--- src/rtl/teller_dispatcher.sv ---
// teller_dispatcher: bank-queue sequencer with round-robin teller dispatch and service timers
// Ports:
//   i_clk, i_reset      clock, asynchronous active-high reset
//   i_tick              one-cycle timebase pulse for the service countdown
//   i_arrive            one-cycle pulse per arriving customer
//   i_teller_en         teller open switches
//   o_pcount            customers waiting
//   o_busy              teller serving a customer
//   o_assign_valid/id   registered dispatch pulse and the chosen teller
//   o_overflow          registered pulse when an arrival is dropped
//   o_empty, o_full     queue level alarms
//   o_wait_est          estimated wait in ticks, saturating at 31
module teller_dispatcher #(
  parameter int NUM_TELLERS   = 3,
  parameter int MAX_Q         = 9,
  parameter int SERVICE_TICKS = 5
) (
  input  logic                   i_clk,
  input  logic                   i_reset,
  input  logic                   i_tick,
  input  logic                   i_arrive,
  input  logic [NUM_TELLERS-1:0] i_teller_en,
  output logic [3:0]             o_pcount,
  output logic [NUM_TELLERS-1:0] o_busy,
  output logic                   o_assign_valid,
  output logic [1:0]             o_assign_id,
  output logic                   o_overflow,
  output logic                   o_empty,
  output logic                   o_full,
  output logic [4:0]             o_wait_est
);
  localparam logic [3:0] LQ  = 4'(MAX_Q);
  localparam logic [3:0] LT  = 4'(SERVICE_TICKS);
  localparam logic [7:0] LT8 = 8'(SERVICE_TICKS);
  logic [3:0]             r_pcount;
  logic [NUM_TELLERS-1:0] r_busy;
  logic [3:0]             r_timer [NUM_TELLERS];
  logic [1:0]             r_rr;
  logic                   r_valid;
  logic [1:0]             r_id;
  logic                   r_ovf;
  logic [3:0] w_elig;
  logic [1:0] w_k1, w_k2, w_id, w_rr_next, w_act;
  logic       w_disp, w_acc;
  logic [7:0] w_prod, w_quot;
  // Pad to four entries so a 2-bit index never points outside the vector.
  assign w_elig    = {1'b0, i_teller_en & ~r_busy};
  assign w_k1      = (r_rr == 2'd2) ? 2'd0 : r_rr + 2'd1;
  assign w_k2      = (r_rr == 2'd0) ? 2'd2 : r_rr - 2'd1;
  assign w_disp    = (r_pcount != 4'd0) && (|w_elig);
  assign w_id      = w_elig[r_rr] ? r_rr : w_elig[w_k1] ? w_k1 : w_k2;
  assign w_rr_next = (w_id == 2'd2) ? 2'd0 : w_id + 2'd1;
  // A full queue still takes an arrival when a customer leaves in the same cycle.
  assign w_acc     = i_arrive && ((r_pcount < LQ) || w_disp);
  assign w_act     = {1'b0, i_teller_en[0]} + {1'b0, i_teller_en[1]} + {1'b0, i_teller_en[2]};
  assign w_prod    = {4'b0, r_pcount} * LT8;
  assign w_quot    = (w_act == 2'd1) ? w_prod : (w_act == 2'd2) ? (w_prod >> 1) : (w_prod / 8'd3);
  assign o_wait_est     = ((w_act == 2'd0) || (w_quot > 8'd31)) ? 5'd31 : w_quot[4:0];
  assign o_pcount       = r_pcount;
  assign o_busy         = r_busy;
  assign o_assign_valid = r_valid;
  assign o_assign_id    = r_id;
  assign o_overflow     = r_ovf;
  assign o_empty        = (r_pcount == 4'd0);
  assign o_full         = (r_pcount == LQ);
  always_ff @(posedge i_clk or posedge i_reset) begin
    if (i_reset) begin
      r_pcount <= '0;
      r_busy   <= '0;
      r_rr     <= '0;
      r_valid  <= 1'b0;
      r_id     <= '0;
      r_ovf    <= 1'b0;
      for (int i = 0; i < NUM_TELLERS; i++) r_timer[i] <= '0;
    end else begin
      r_pcount <= r_pcount + {3'b0, w_acc} - {3'b0, w_disp};
      r_ovf    <= i_arrive && !w_acc;
      r_valid  <= w_disp;
      if (w_disp) begin
        r_id <= w_id;
        r_rr <= w_rr_next;
      end
      // A freshly loaded timer takes priority over a coincident tick.
      for (int i = 0; i < NUM_TELLERS; i++) begin
        if (w_disp && (w_id == 2'(i))) begin
          r_timer[i] <= LT;
          r_busy[i]  <= 1'b1;
        end else if (i_tick && r_busy[i]) begin
          r_timer[i] <= r_timer[i] - 4'd1;
          if (r_timer[i] == 4'd1) r_busy[i] <= 1'b0;
        end
      end
    end
  end
endmodule

--- config.mk ---
export PLATFORM = sky130hd
export DESIGN_NAME = teller_dispatcher
export DESIGN_NICKNAME = d
export VERILOG_FILES = /design/src/rtl/teller_dispatcher.sv
export SDC_FILE = /design/constraint.sdc
export NUM_CORES = 1
export LEC_CHECK = 0
export CAP_MARGIN = 20
export CORE_MARGIN = 3
export CORE_UTILIZATION = 54
export DETAILED_ROUTE_END_ITERATION = 12
export GPL_TIMING_DRIVEN = 0
export HOLD_SLACK_MARGIN = 0.03
export PLACE_DENSITY_LB_ADDON = 0.25
export SLEW_MARGIN = 15
export SYNTH_ARGS = -nofsm -noshare
export SYNTH_HDL_FRONTEND = slang
export SYNTH_SLANG_ARGS = --single-unit
export TNS_END_PERCENT = 50
--- constraint.sdc ---
create_clock -name i_clk -period 7.19 [get_ports i_clk]
set_input_delay 2.157 -clock i_clk [delete_from_list [all_inputs] [get_ports i_clk]]
set_output_delay 2.157 -clock i_clk [all_outputs]
set_load 0.03 [all_outputs]
==> summary.md, run 1 <==
| Metric | Value |
|---|---|
| Status | `complete, no violations` |
| Height of the chip | `69.5 µm` |
| Placer congestion estimate | `0.886` |
| CP most frequent cell | `clkdlybuf4s50_1` |
| Commonest non-fill, non-tap cell in the layout | `nand2_1` |
| Mapped Nets | `285` |
| Placed cell area | `2470 µm²` |
| Final instance area | `2530 µm²` |
| Final period util | `0.970` |
| Total die area | `4830 µm²` |
| Worst Reg2Reg Path Length in Cells | `11` |
| R2r startpoint | `o_pcount[3]$_DFF_PP0_` |
| Die W | `69.5 µm` |
| Via count | `1,880` |
| Initial Utilization | `0.577` |
| Pre-CTS setup slack | `-0.194 ns` |
| Worst-path fanout max | `10` |
| Max Freq | `0.143 GHz` |
| Fill count | `318` |
| Clock insertion delay at the later pin of the skew report | `0.28 ns` |
| Syn_area_per_cell | `8.57 µm²` |
| Ratio of cells with drive above 1 in the final layout | `0.0925` |
| Skew final | `0.0159 ns` |
| Hold Path End | `o_assign_id[1]$_DFFE_PP0P_` |
| Most frequent cells in the layout | `nand2_1, inv_1, dfrtp_1` |
| Hold Violations, Final | `0` |
| Post-CTS repair timing setup buffer count | `0` |
| Max clock buf depth | `2` |
| Asr flop ratio synth | `1.00` |
| First-pass GRT wire length | `7920 µm` |
| Hold WC Path Type | `reg -> reg` |
| Ant diodes | `0` |
| Vias in the first global route | `1,744` |
| Area leader, netlist | `dfrtp_1` |
| Synth warnings | `0` |
| Synthesis-to-finish area growth | `16.4%` |
| Min Tclk post-route | `6.98 ns` |
| Measured slew at the worst slew-check pin | `0.912 ns` |
| CTS tree | `yes` |
| Maximum level of the CTS H-tree | `1` |
| Root Driver | `clkbuf_8` |
| Detailed placement HPWL | `3480 µm` |
| Unrepaired setup endpoints after global routing | `no` |
| Area of the multi-input gates | `1430 µm²` |
| Final Max Tran Viols | `0` |
| Residual DRC count | `0` |
| DRT antenna net count | `0` |
| Detailed-route vias per instance | `5.71` |
| Netlist cell types | `56` |
| Main synth FF type | `dfrtp_1` |
| DR iter-0 viols | `102` |
| Cells on Worst Hold Path | `2` |
| Ports | `25` |
| Share of the synthesized area in the top cell type | `0.288` |
| Routed len/inst | `13.8 µm` |
| Largest delay share family, worst path | `buffers and inverters` |
| Final setup fails | `0` |
| CTS clk-pin slew, worst paths | `0.08 ns` |
| Main area contributors after synthesis | `dfrtp_1, ha_1, nand2_1` |
| CP endpoint kind | `output port` |
| Non-Filler Instances | `329` |
| Area of the core | `3770 µm²` |
| CP bufs+invs | `4` |
| Gr usage total | `0.192` |
| Slowest CP cell | `clkdlybuf4s50_1` |
| Critical Path Start Type | `input port` |
| Sequential share of the synthesized area | `0.288` |
| Setup Crit Path Kind | `in -> out` |
| Worst slew margin | `0.392` |
| Req. time, crit path | `5.03 ns` |
| Worst R2R End | `o_pcount[2]$_DFF_PP0_` |
| Reg2reg setup slack | `4.05 ns` |
| Total gr overflow | `0` |
| Final nets | `313` |
| Post-Route WL | `4530 µm` |
| Final setup margin | `0.212 ns` |
| CTS Buf Count | `3` |
| Core Rows | `22` |
| Critical hold path startpoint | `o_assign_id[1]$_DFFE_PP0P_` |
| Cells along the critical path | `clkdlybuf4s50_1 -> inv_1 -> fa_1 -> clkbuf_2 -> nor2b_1 -> o21ai_0 -> a21oi_1 -> a2111o_1 -> clkdlybuf4s50_1` |
| Sequential cell area | `628 µm²` |
| Pin count of the biggest net entering global routing | `26` |
| DR pass1 iterations | `4` |
| Syn Inst Count | `254` |
| Post-synth EDFFs | `0` |
| Sink Count | `25` |
| CP arrival | `4.82 ns` |
| Seq cells post-synth | `25` |
| Dpl cells | `325` |
| CP max stage delay | `0.59 ns` |
| Max-Cap Viols | `0` |
| Initial antenna violation count | `0` |
| Post-Syn Area | `2180 µm²` |
| IO buf count | `23` |
repair_timing:
action                     in CTS  in global routing
hold buffers                    0                  0
setup endpoints to repair       4                  4
resized for setup               3                  8
layer usage:
metal / vias up / share of wire / GRT usage / wire length [µm]
met1: 886 / 0.52 / 0.295 / 2340
li1: 956 / - / - / -
met5: - / 0 / 0 / 0
met3: 0 / 0.050 / 0.0333 / 225
met2: 38 / 0.43 / 0.288 / 1960
met4: 0 / 0 / 0.0260 / 0
sequential cells by signal, indices dropped and copies added, names as in the netlist:
signal          count
o_assign_id         2
o_assign_valid      1
o_busy              3
o_overflow          1
o_pcount            4
r_rr                2
r_timer            12
through the flow:
| stage | hold WS (ns) | TNS (ns) | util |
|---|---|---|---|
| floorplan | 0.497 | 0 | - |
| global placement | 0.490 | -0.159 | 0.654 |
| detailed placement | 0.491 | -0.345 | 0.654 |
| CTS | 0.529 | 0 | 0.670 |
| global route | 0.540 | 0 | 0.672 |
| finish | 0.528 | 0 | 0.672 |
how the worst max path moves through the flow:
| stage | endpoint | cells after the start | startpoint |
|---|---|---|---|
| detailed placement | o_wait_est[0] | 10 | i_teller_en[0] |
| CTS | o_wait_est[1] | 9 | i_teller_en[0] |
| finish | o_wait_est[2] | 9 | i_teller_en[0] |
| global route | o_wait_est[2] | 9 | i_teller_en[0] |
| floorplan | o_wait_est[0] | 18 | o_pcount[1]$_DFF_PP0_ |
| global placement | o_wait_est[0] | 10 | i_teller_en[0] |
cell families after synthesis:
kind of cell             count (synthesis)  synth area share
AND/OR/NAND/NOR                         95             0.227
AO/OA/AOI/OAI                           62             0.208
buffers and inverters                   32            0.0621
flip-flops                              25             0.288
adder cells (fa/ha/maj)                 24             0.148
XOR/XNOR                                13            0.0523
multiplexers                             3            0.0144
final cells by class:
cell class,count,share of cell area
multi-input cells,197,0.565
flip-flops and latches,25,0.248
repair buffers,23,0.0899
inverters,23,0.0341
well taps,48,0.0237
plain buffers,9,0.0198
clock buffers,3,0.0163
clock inverters,1,0.00346
synthesized netlist by cell type (all sizes together), types with 5 or more instances:
cell type	count
inv	23
o21ai	11
nand2b	10
nor2	20
a21oi	20
nor2b	7
xnor2	7
nand2	25
ha	21
xor2	6
buf	5
nand3	9
dfrtp	25
tightest hold or removal path, stage by stage (launching register included):
cell and delay [ns]:
dfrtp_1 0.36, nor2_1 0.05, nor2_1 0.08
Power of run 1 is not shown: default switching activity piles up to over one toggle a cycle in this logic, so the estimate is an artifact.
==> run 2: changes to the inputs <==
--- a/config.mk
+++ b/config.mk
@@ -11,7 +11,7 @@
 export DETAILED_ROUTE_END_ITERATION = 12
 export GPL_TIMING_DRIVEN = 0
 export HOLD_SLACK_MARGIN = 0.03
-export PLACE_DENSITY_LB_ADDON = 0.25
+export PLACE_DENSITY = 0.75
 export SLEW_MARGIN = 15
 export SYNTH_ARGS = -nofsm -noshare
 export SYNTH_HDL_FRONTEND = slang
==> run 2 against run 1 <==
Critical path depth unchanged; die area unchanged; routed wire length down 0.69%; worst setup slack worse by 0.11 ns; critical endpoint unchanged; sequential share of layout area up 0.061 points; flip-flop and latch count unchanged; cell count unchanged; hold slack worse by 0.020 ns; via count down 0.53%.
==> summary.md, run 2 (synthesized netlist as in run 1, its figures left out) <==
| Metric | Value |
|---|---|
| Final setup margin | `0.102 ns (-0.110 ns)` |
| Most frequent cells in the layout | `nand2_1, inv_1, dfrtp_1` |
| Hold Violations, Final | `0 (unchanged)` |
| Non-Filler Instances | `329 (unchanged)` |
| Pin count of the biggest net entering global routing | `26 (unchanged)` |
| IO buf count | `23 (unchanged)` |
| Fill count | `317 (-0.31%)` |
| Maximum level of the CTS H-tree | `1 (unchanged)` |
| Ports | `25 (unchanged)` |
| Sink Count | `25 (unchanged)` |
| Vias in the first global route | `1,695 (-2.8%)` |
| Detailed-route vias per instance | `5.68 (-0.53%)` |
| DRT antenna net count | `0 (unchanged)` |
| Worst slew margin | `0.373 (-0.0188)` |
| Hold WC Path Type | `reg -> reg` |
| Synthesis-to-finish area growth | `16.1%` |
| Core Rows | `22 (unchanged)` |
| Post-Route WL | `4490 µm (-0.69%)` |
| Via count | `1,870 (-0.53%)` |
| Gr usage total | `0.189 (-0.00267)` |
| Initial Utilization | `0.577 (unchanged)` |
| Root Driver | `clkbuf_8` |
| Final setup fails | `0 (unchanged)` |
| Total die area | `4830 µm² (unchanged)` |
| Routed len/inst | `13.7 µm (-0.69%)` |
| Largest delay share family, worst path | `buffers and inverters` |
| CTS Hold Bufs | `0 (unchanged)` |
| Setup Crit Path Kind | `in -> out` |
| Final nets | `313 (unchanged)` |
| Max clock buf depth | `2 (unchanged)` |
| Ratio of cells with drive above 1 in the final layout | `0.0854 (-0.00712)` |
| Req. time, crit path | `5.03 ns (about the same)` |
| Dpl cells | `325 (unchanged)` |
| Clock insertion delay at the later pin of the skew report | `0.27 ns (about the same)` |
| Final Max Tran Viols | `0 (unchanged)` |
| Detailed placement HPWL | `3470 µm (-0.22%)` |
| Pre-CTS setup slack | `-0.131 ns (+0.0631 ns)` |
| DR pass1 iterations | `5 (+1)` |
| CP bufs+invs | `4 (unchanged)` |
| Ant diodes | `0 (unchanged)` |
| Commonest non-fill, non-tap cell in the layout | `nand2_1` |
| Height of the chip | `69.5 µm (unchanged)` |
| WHS | `0.509 ns (-0.0195 ns)` |
| Top reg by flops | `r_timer` |
| Max Freq | `0.141 GHz (-1.6%)` |
| CTS tree | `yes` |
| DR iter-0 viols | `147 (+44%)` |
| Final period util | `0.986 (+0.0154)` |
| CP max stage delay | `0.66 ns (+0.07 ns)` |
| Skew final | `0.00918 ns (-0.00669 ns)` |
| CTS Buf Count | `3 (unchanged)` |
| CP most frequent cell | `clkdlybuf4s50_1` |
| Placer congestion estimate | `0.853 (-3.7%)` |
| Area of the core | `3770 µm² (unchanged)` |
| Die W | `69.5 µm (unchanged)` |
| Measured slew at the worst slew-check pin | `0.940 ns (+0.0282 ns)` |
| Cells along the critical path | `clkdlybuf4s50_1 -> inv_1 -> fa_1 -> clkbuf_1 -> nor2b_1 -> o21ai_0 -> a21oi_1 -> a2111o_1 -> clkdlybuf4s50_1` |
| Max-Cap Viols | `0 (unchanged)` |
| Number of flip-flops in the largest register | `12 (unchanged)` |
| CTS clk-pin slew, worst paths | `0.09 ns (about the same)` |
| Residual DRC count | `0 (unchanged)` |
| Slowest CP cell | `clkdlybuf4s50_1` |
| Total gr overflow | `0 (unchanged)` |
| Critical Path Start Type | `input port` |
| Unrepaired setup endpoints after global routing | `yes` |
| First-pass GRT wire length | `7700 µm (-2.8%)` |
| CP arrival | `4.93 ns (+0.11 ns)` |
| Min Tclk post-route | `7.09 ns (+0.110 ns)` |
| Status | `complete, no violations` |
| Initial antenna violation count | `0 (unchanged)` |
| Worst-path fanout max | `10 (unchanged)` |
| CP endpoint kind | `output port` |
run 2: metal layers:
layer / vias to the layer above / wire length, µm / track usage
met3: 2 / 291 / 0.0493
met5: - / 0 / 0
met4: 0 / 26 / 0.0325
met2: 51 / 1870 / 0.270
li1: 953 / - / -
met1: 864 / 2310 / 0.289
run 2: worst register-to-register path, stage by stage (launching register included):
cell and delay [ns]:
dfrtp_2 0.45, buf_2 0.25, inv_1 0.10, ha_1 0.18
nor3b_1 0.16, a31oi_1 0.68, o21ai_0 0.22, ha_1 0.31
inv_1 0.04, ha_1 0.20, fa_1 0.38, xor2_1 0.17
run 2: worst paths after layout:
path                                            start  slack [ns]                    endpoint  cells after the start
setup / recovery                       i_teller_en[0]        0.10               o_wait_est[2]                      9
hold / removal             o_assign_id[0]$_DFFE_PP0P_        0.51  o_assign_id[0]$_DFFE_PP0P_                      2
setup reg to reg                o_pcount[3]$_DFF_PP0_        3.95       o_pcount[2]$_DFF_PP0_                     11
hold reg to reg            o_assign_id[0]$_DFFE_PP0P_        0.51  o_assign_id[0]$_DFFE_PP0P_                      2
max in group asynchronous                     i_reset        4.15       o_pcount[1]$_DFF_PP0_                      2
min in group asynchronous                     i_reset        2.40      r_timer[2]$_DFFE_PP0P_                      2
run 2: repair_timing:
action,4_1_cts,5_1_grt
buffers inserted,0,0
endpoints found under the hold margin,0,0
gates resized for setup,3,6
setup endpoints to repair,2,4
run 2: layout make-up:
class	instances	area (µm²)	share of cell area
buffer	9	48.8	0.0193
clock buffer	4	45.0	0.0178
inverter	23	86.3	0.0342
multi-input combinational	197	1430	0.566
sequential	25	628	0.249
tap	48	60.1	0.0238
timing repair buffer	23	228	0.0901
run 2: per-stage QoR:
stage / utilization / area, µm² / setup TNS, ns
2_1_floorplan: - / 2180 / 0
3_3_place_gp: 0.654 / 2470 / -0.152
3_5_place_dp: 0.654 / 2470 / -0.153
4_1_cts: 0.669 / 2520 / 0
5_1_grt: 0.670 / 2530 / -0.107
6_report: 0.670 / 2530 / 0
Power of run 2 is left out for the same reason.
